File: config.mk
export PLATFORM = sky130hd
export DESIGN_NAME = key_message_bank
export DESIGN_NICKNAME = d
export VERILOG_FILES = /design/src/rtl/key_message_bank.sv
export SDC_FILE = /design/constraint.sdc
export NUM_CORES = 2
export LEC_CHECK = 0
export BUFFER_PORTS_ARGS = -buffer_cell sky130_fd_sc_hd__buf_2
export CAP_MARGIN = 20
export CORE_MARGIN = 2
export CORE_UTILIZATION = 55
export CTS_BUF_LIST = sky130_fd_sc_hd__clkbuf_2 sky130_fd_sc_hd__clkbuf_4 sky130_fd_sc_hd__clkbuf_8
export DETAILED_ROUTE_END_ITERATION = 6
export PLACE_DENSITY_LB_ADDON = 0.05
export SETUP_SLACK_MARGIN = 0.02
export SYNTH_ARGS = -nofsm -noshare
export SYNTH_HDL_FRONTEND = slang
export SYNTH_SLANG_ARGS = --single-unit
File: constraint.sdc
create_clock -name clk -period 9.07 [get_ports clk]
set_clock_uncertainty 0.1 [all_clocks]
set_input_delay 1.814 -clock clk [delete_from_list [all_inputs] [get_ports clk]]
set_output_delay 1.814 -clock clk [all_outputs]
set_load 0.02 [all_outputs]
File: src/rtl/key_message_bank.sv
// Editable key/message tables for the DES datapath: nibble-wise staging, commit into
// a selected entry, and a registered valid/ready offer of the selected pair.
module key_message_bank #(
  parameter int DATA_W = 64,
  parameter int DEPTH  = 16,
  parameter int SEL_W  = 4
) (
  input  logic              clk,
  input  logic              rst,
  input  logic [SEL_W-1:0]  key_sel,
  input  logic [SEL_W-1:0]  msg_sel,
  input  logic [3:0]        wr_nibble,
  input  logic              wr_push,
  input  logic              wr_clear,
  input  logic              wr_chan,
  input  logic              wr_commit,
  input  logic              load_req,
  output logic [DATA_W-1:0] out_key,
  output logic [DATA_W-1:0] out_msg,
  output logic              out_valid,
  input  logic              out_ready,
  output logic              stage_full,
  output logic              wr_err
);

  localparam int NIB   = DATA_W / 4;
  localparam int CNT_W = $clog2(NIB + 1);

  typedef enum logic {IDLE, OFFER} state_t;

  state_t              state_q, state_d;
  logic [DATA_W-1:0]   key_q [DEPTH];
  logic [DATA_W-1:0]   msg_q [DEPTH];
  logic [DATA_W-1:0]   stage_q, stage_d;
  logic [CNT_W-1:0]    cnt_q, cnt_d;
  logic [DATA_W-1:0]   out_key_q, out_msg_q;
  logic                full_q, full_d;
  logic                err_q, err_d;
  logic                wr_key_en, wr_msg_en, capture;

  function automatic logic [DATA_W-1:0] rep_nib(input logic [3:0] n);
    logic [DATA_W-1:0] r;
    r = '0;
    for (int k = 0; k < NIB; k++) r[k*4 +: 4] = n;
    return r;
  endfunction

  // Staging/commit: a commit overrides a simultaneous push; clear still applies after it.
  always_comb begin
    stage_d   = stage_q;
    cnt_d     = cnt_q;
    err_d     = 1'b0;
    wr_key_en = 1'b0;
    wr_msg_en = 1'b0;
    if (wr_commit) begin
      if (cnt_q == CNT_W'(NIB)) begin
        wr_key_en = ~wr_chan;
        wr_msg_en = wr_chan;
        stage_d   = '0;
        cnt_d     = '0;
      end else begin
        err_d = 1'b1;
      end
      if (wr_clear) begin
        stage_d = '0;
        cnt_d   = '0;
      end
    end else if (wr_clear) begin
      stage_d = '0;
      cnt_d   = '0;
    end else if (wr_push) begin
      stage_d = {stage_q[DATA_W-5:0], wr_nibble};
      if (cnt_q != CNT_W'(NIB)) cnt_d = cnt_q + CNT_W'(1);
    end
    full_d = (cnt_d == CNT_W'(NIB));
  end

  always_comb begin
    state_d = state_q;
    capture = 1'b0;
    case (state_q)
      IDLE: begin
        if (load_req) begin
          state_d = OFFER;
          capture = 1'b1;
        end
      end
      OFFER: begin
        if (out_ready) state_d = IDLE;
      end
      default: state_d = IDLE;
    endcase
  end

  always_ff @(posedge clk) begin
    if (rst) begin
      state_q <= IDLE;
      stage_q <= '0;
      cnt_q   <= '0;
      full_q  <= 1'b0;
      err_q   <= 1'b0;
    end else begin
      state_q <= state_d;
      stage_q <= stage_d;
      cnt_q   <= cnt_d;
      full_q  <= full_d;
      err_q   <= err_d;
    end
  end

  // Capture reads the table registers, so a same-cycle commit is not yet visible.
  always_ff @(posedge clk) begin
    if (rst) begin
      out_key_q <= '0;
      out_msg_q <= '0;
    end else if (capture) begin
      out_key_q <= key_q[key_sel];
      out_msg_q <= msg_q[msg_sel];
    end
  end

  always_ff @(posedge clk) begin
    if (rst) begin
      for (int i = 0; i < DEPTH; i++) begin
        key_q[i] <= rep_nib(4'(i));
        msg_q[i] <= rep_nib(~4'(i));
      end
    end else begin
      if (wr_key_en) key_q[key_sel] <= stage_q;
      if (wr_msg_en) msg_q[msg_sel] <= stage_q;
    end
  end

  assign out_key    = out_key_q;
  assign out_msg    = out_msg_q;
  assign out_valid  = (state_q == OFFER);
  assign stage_full = full_q;
  assign wr_err     = err_q;

endmodule

Word level (Yosys, flattened, before mapping)
Memories as Yosys holds them, arrays and structs flattened. A register that Yosys moved wholly into a read port is not among the register bits.
Index checks and enable logic that the tools add are counted.
{"block": "op_classes", "add_sub_neg": 1, "n_eq_ne": 4, "mux": 34, "bitwise": 3, "n_reduce_logical": 5}
{"cell": "2-to-1 mux 64 bit", "count": 7}
{"cell": "OR reduction 64 bit", "count": 2}
{"cell": "2-to-1 mux 5 bit", "count": 6}
{"cell": "2-to-1 mux 1 bit", "count": 18}
{"cell": "equality test 5 bit, second input constant", "count": 2}
{"cell": "2-to-1 mux 4 bit", "count": 2}
{"cell": "adder 5 x 1 -> 5 bit, second input constant", "count": 1}
{"cell": "!= test 5 bit, second input constant", "count": 1}
{"cell": "!= test 3 x 2 -> 1 bit, second input constant", "count": 1}
{"cell": "inverter 1 bit", "count": 3}
{"cell": "nonzero test 3 bit", "count": 1}
{"cell": "one-hot mux 1 bit (2 select lines)", "count": 1}
{"cell": "AND reduction 2 bit", "count": 1}
{"cell": "OR reduction 2 bit", "count": 1}
{"block": "totals", "reg_bits": 72, "ram_bits": 2048, "input_bits": 20, "word_cells": 54, "n_memories": 2}
{"memory": "key_q", "depth": 16, "width": 64, "rd": 1, "rd_clocked_by_memory_dff": 1, "wr": 16, "line_no": "32", "rtl": "logic [DATA_W-1:0] key_q [DEPTH];"}
{"memory": "msg_q", "depth": 16, "width": 64, "rd": 1, "rd_clocked_by_memory_dff": 1, "wr": 16, "line_no": "33", "rtl": "logic [DATA_W-1:0] msg_q [DEPTH];"}

Depth between registers and ports, before layout
{"block": "logic_depth", "word_depth": 8, "ltp_mapped": 10, "depth_no_buf": 9}

Worst setup path before layout
No wires, ideal clock.
{"block": "synth_path", "path_kind": "input port to flip-flop", "start": "in msg_sel[1]", "end": "mem msg_q[0][0], enable pin", "arrival_ps": 4478, "required_time_ps": 8538, "path_slack_ps": 4059, "stages": 6, "path_buffers": 3, "cell_sequence": "buf_6 or3b_1 clkbuf_1 or4_4 buf_6 nand2b_1"}
{"item": "start, declared", "line_no": "11", "rtl": "input logic [SEL_W-1:0] msg_sel,"}
{"item": "end, declared", "line_no": "33"}

==> flow_summary_export.csv <==
group,metric,value,unit
run_status,status,"completed",
floorplan,dieArea,183000,um2
global_routing,grt_pass1_wl,416000,um
finish,fin_nets,6880,
detailed_routing,drtPass1Iterations,5,
floorplan,core_area,179000,um2
logic_synthesis,syn_nets,6909,
sta,maxSlewHeadroom,18.3,%
floorplan,boundaryPins,151,
clock_network,clock-sinks,2248,
power_and_ir_drop,power_density,202,nW/um2
finish,area_delta_synth_final,10.3,%
logic_synthesis,synth_edf_count,2048,
power_and_ir_drop,p_seq_share,52.8,%
critical_path,path_buf_inv,3,
clock_network,tritoncts,"yes",
logic_synthesis,syn_area,99000,um2
detailed_routing,num_vias,58600,
logic_synthesis,synth.area.top_cells,"edfxtp_1 (62%), and2_1 (6.5%), mux4_2 (5.8%), mux2i_1 (5.4%), nand2b_1 (4.4%)",
critical_path,crit_type,"in -> reg",
logic_synthesis,synth-warning-count,0,
place,port_buffers,150,
finish,fin_util,61.2,%
detailed_routing,finalWirelength,287000,um
global_routing,antenna_found_initial,9,
run,cap_violations,0,
sta,tightest_slew,1220,ps
clock_network,root_buffer,"clkbuf_8",
detailed_routing,drt-wirelength-per-cell,30.2,um
logic_synthesis,synth.distinct_cells,42,
floorplan,rows,155,
finish,fin_cells,9521,
global_routing,grt_pass1_vias,58700,
detailed_routing,ant_nets,0,
floorplan,fp.dieH,428,um
logic_synthesis,synthCells,6886,
power_and_ir_drop,cellInternalPower,16.9,mW
power_and_ir_drop,power.leakage,34.5,nW
place,gp_congestion,0.798,
sta,finalSetupViolCount,0,
sta,layout_worst_path_cycle_share,53.0,%
detailed_routing,via_per_inst,6.15,
critical_path,crit_top_cell,"buf_4",
clock_network,htreeDepth,5,
clock_network,clk_pin_slew,60,ps
critical_path,slowest_stage,"buf_4",
logic_synthesis,synth_ff_type,"edfxtp_1",
place,dp_cells,8819,
power_and_ir_drop,p_total,22.0,mW
critical_path,critPathMaxFanout,65,
clock_network,clkLatencyLatePin,1070,ps
power_and_ir_drop,ir_worst_vdd,0.135,mV
critical_path,cp.arrival,5390,ps
place,placement.cell_area,102000,um2
logic_synthesis,avgSynthCellArea,14.4,um2
clock_network,clockBufferDepth,4,
floorplan,start_util,55.4,%
logic_synthesis,synth_seq_cells,2248,
sta,tns,0,ps
global_routing,grt_max_degree,132,
sta,fmax,0.208,GHz
critical_path,slowest_delay,870,ps
power_and_ir_drop,switching_share,23.2,%
critical_path,crit_chain,"buf_8, and2b_1, nand2_4, nor3_2, buf_4, or2_4, buf_4",
global_routing,grt.met3_usage,5.55,%
critical_path,end_kind,"flop",
logic_synthesis,synth_top_cell_by_area,"edfxtp_1",
power_and_ir_drop,p_comb_share,5.9,%
clock_network,postCtsSetupBuffers,0,
place,dpl.hpwl,153000,um
logic_synthesis,async_reset_ff_share,0,%
critical_path,cp_data_required_time,9650,ps
sta,rsz0062_at_grt,"no",
logic_synthesis,synth-seq-area-share,66.1,%
detailed_routing,drtIter0Drc,6806,
logic_synthesis,synth_top_area_share,62.1,%
global_routing,grt_util_met1,45.4,%
critical_path,cp-start-kind,"input pin",
clock_network,post_cts_resized,0,
critical_path,crit_family,"buffers and inverters",
sta,hold_violations,0,
worst_hold_path,min_path_type,"reg -> reg",
sta,min_period,4810,ps
global_routing,grt_usage,31.2,%
sta,slew_violations,0,
global_routing,grt.busiest_layer,"met2",
clock_network,cts_buffers,385,
clock_network,ctsHoldBuffers,0,
detailed_routing,route.detailed.drc,0,
power_and_ir_drop,switching_power,5.11,mW
finish,final_area,109000,um2
finish,layout-drive-gt1-share,19.1,%
global_routing,grt-ovfl-total,0,
floorplan,fp.dieW,428,um
power_and_ir_drop,pwr-share-clk,41.3,%
global_routing,grt_use_met2,47.4,%
layer usage:
metal	part of all wire (%)	up-vias
met3	8.6	521
met4	3.8	2
li1	-	25200
met5	0.0045	-
met1	42	30100
met2	45	2712
sequential cells by signal (all words and copies together) (netlist names):
name        count
stage_full      1
wr_err          1
out_msg        64
cnt_q           5
msg_q        1024
out_valid       1
key_q        1024
stage_q        64
out_key        64
worst min-delay path: cells and delay by family (launching register included):
family / cells / cell delay, ps
AND/OR/NAND/NOR: 2 / 130
flip-flops: 1 / 300
synthesized netlist by cell type, drive strengths merged, types with 10 or more instances:
library cell  number
or3              134
a22o             109
nand2b           704
and2            1027
mux2i            532
clkbuf           571
or2b             137
nor3             149
nor4             116
edfxtp          2048
a2111oi           20
mux4             256
a21oi             65
o22ai            256
nand2             10
dfxtp            200
or2               96
nor2             200
nor4b             64
buf              146
path summary, 6_finish.rpt:
path / endpoint / slack, ps / from / cells after the start
worst max-delay path: msg_q[5][46] / 4260 / rst / 7
worst min register to register: out_key[20] / 390 / out_key[20] / 2
worst max register to register: msg_q[5][46] / 4560 / cnt_q[0] / 8
worst min-delay path: out_key[20] / 390 / out_key[20] / 2
metrics by stage:
step | setup slack, ps | hold WS, ps
floorplan | 4060 | 392
global placement | 3300 | 369
detailed placement | 3240 | 376
CTS | 4400 | 388
global route | 4270 | 405
finish | 4260 | 386
area by class of cell:
| cell class | count | area (um2) |
|---|---|---|
| multi-input cells | 3917 | 30900 |
| clock buffers | 596 | 7120 |
| well taps | 2355 | 2950 |
| clock inverters | 95 | 432 |
| diodes | 5 | 12.5 |
| inverters | 4 | 15.0 |
| flip-flops and latches | 2248 | 65500 |
| repair buffers | 301 | 2250 |
| fillers | 13400 | 69400 |
cells by family after synthesis:
logic type / Yosys count / synth area share [%]
flip-flops: 2248 / 66.1
multiplexers: 788 / 11.2
AND/OR/NAND/NOR: 2667 / 16.5
AO/OA/AOI/OAI: 459 / 3.15
adder cells (fa/ha/maj): 3 / 0.0379
buffers and inverters: 721 / 2.96
cell usage in the layout, fill, tap and decap left out, drive strengths merged, types with 134 or more instances in the layout:
| cell | Yosys | routed |
|---|---|---|
| nor2 | 200 | 200 |
| mux2i | 532 | 532 |
| or2b | 137 | 137 |
| nand2b | 704 | 704 |
| or3 | 134 | 134 |
| buf | 146 | 300 |
| edfxtp | 2048 | 2048 |
| clkbuf | 571 | 597 |
| mux4 | 256 | 256 |
| o22ai | 256 | 256 |
| and2 | 1027 | 1027 |
| dfxtp | 200 | 200 |
| nor3 | 149 | 149 |
power groups by stage:
stage | registers, mW | logic (mW) | clock network [mW]
after floorplan | 11.9 | 0.728 | 0
final | 11.6 | 1.31 | 9.10
after global placement | 11.9 | 1.29 | 0
after CTS | 11.6 | 1.31 | 9.21
after detailed placement | 11.9 | 1.31 | 0
after global routing | 11.7 | 1.37 | 9.66
Power figures use the tool's default switching activity.
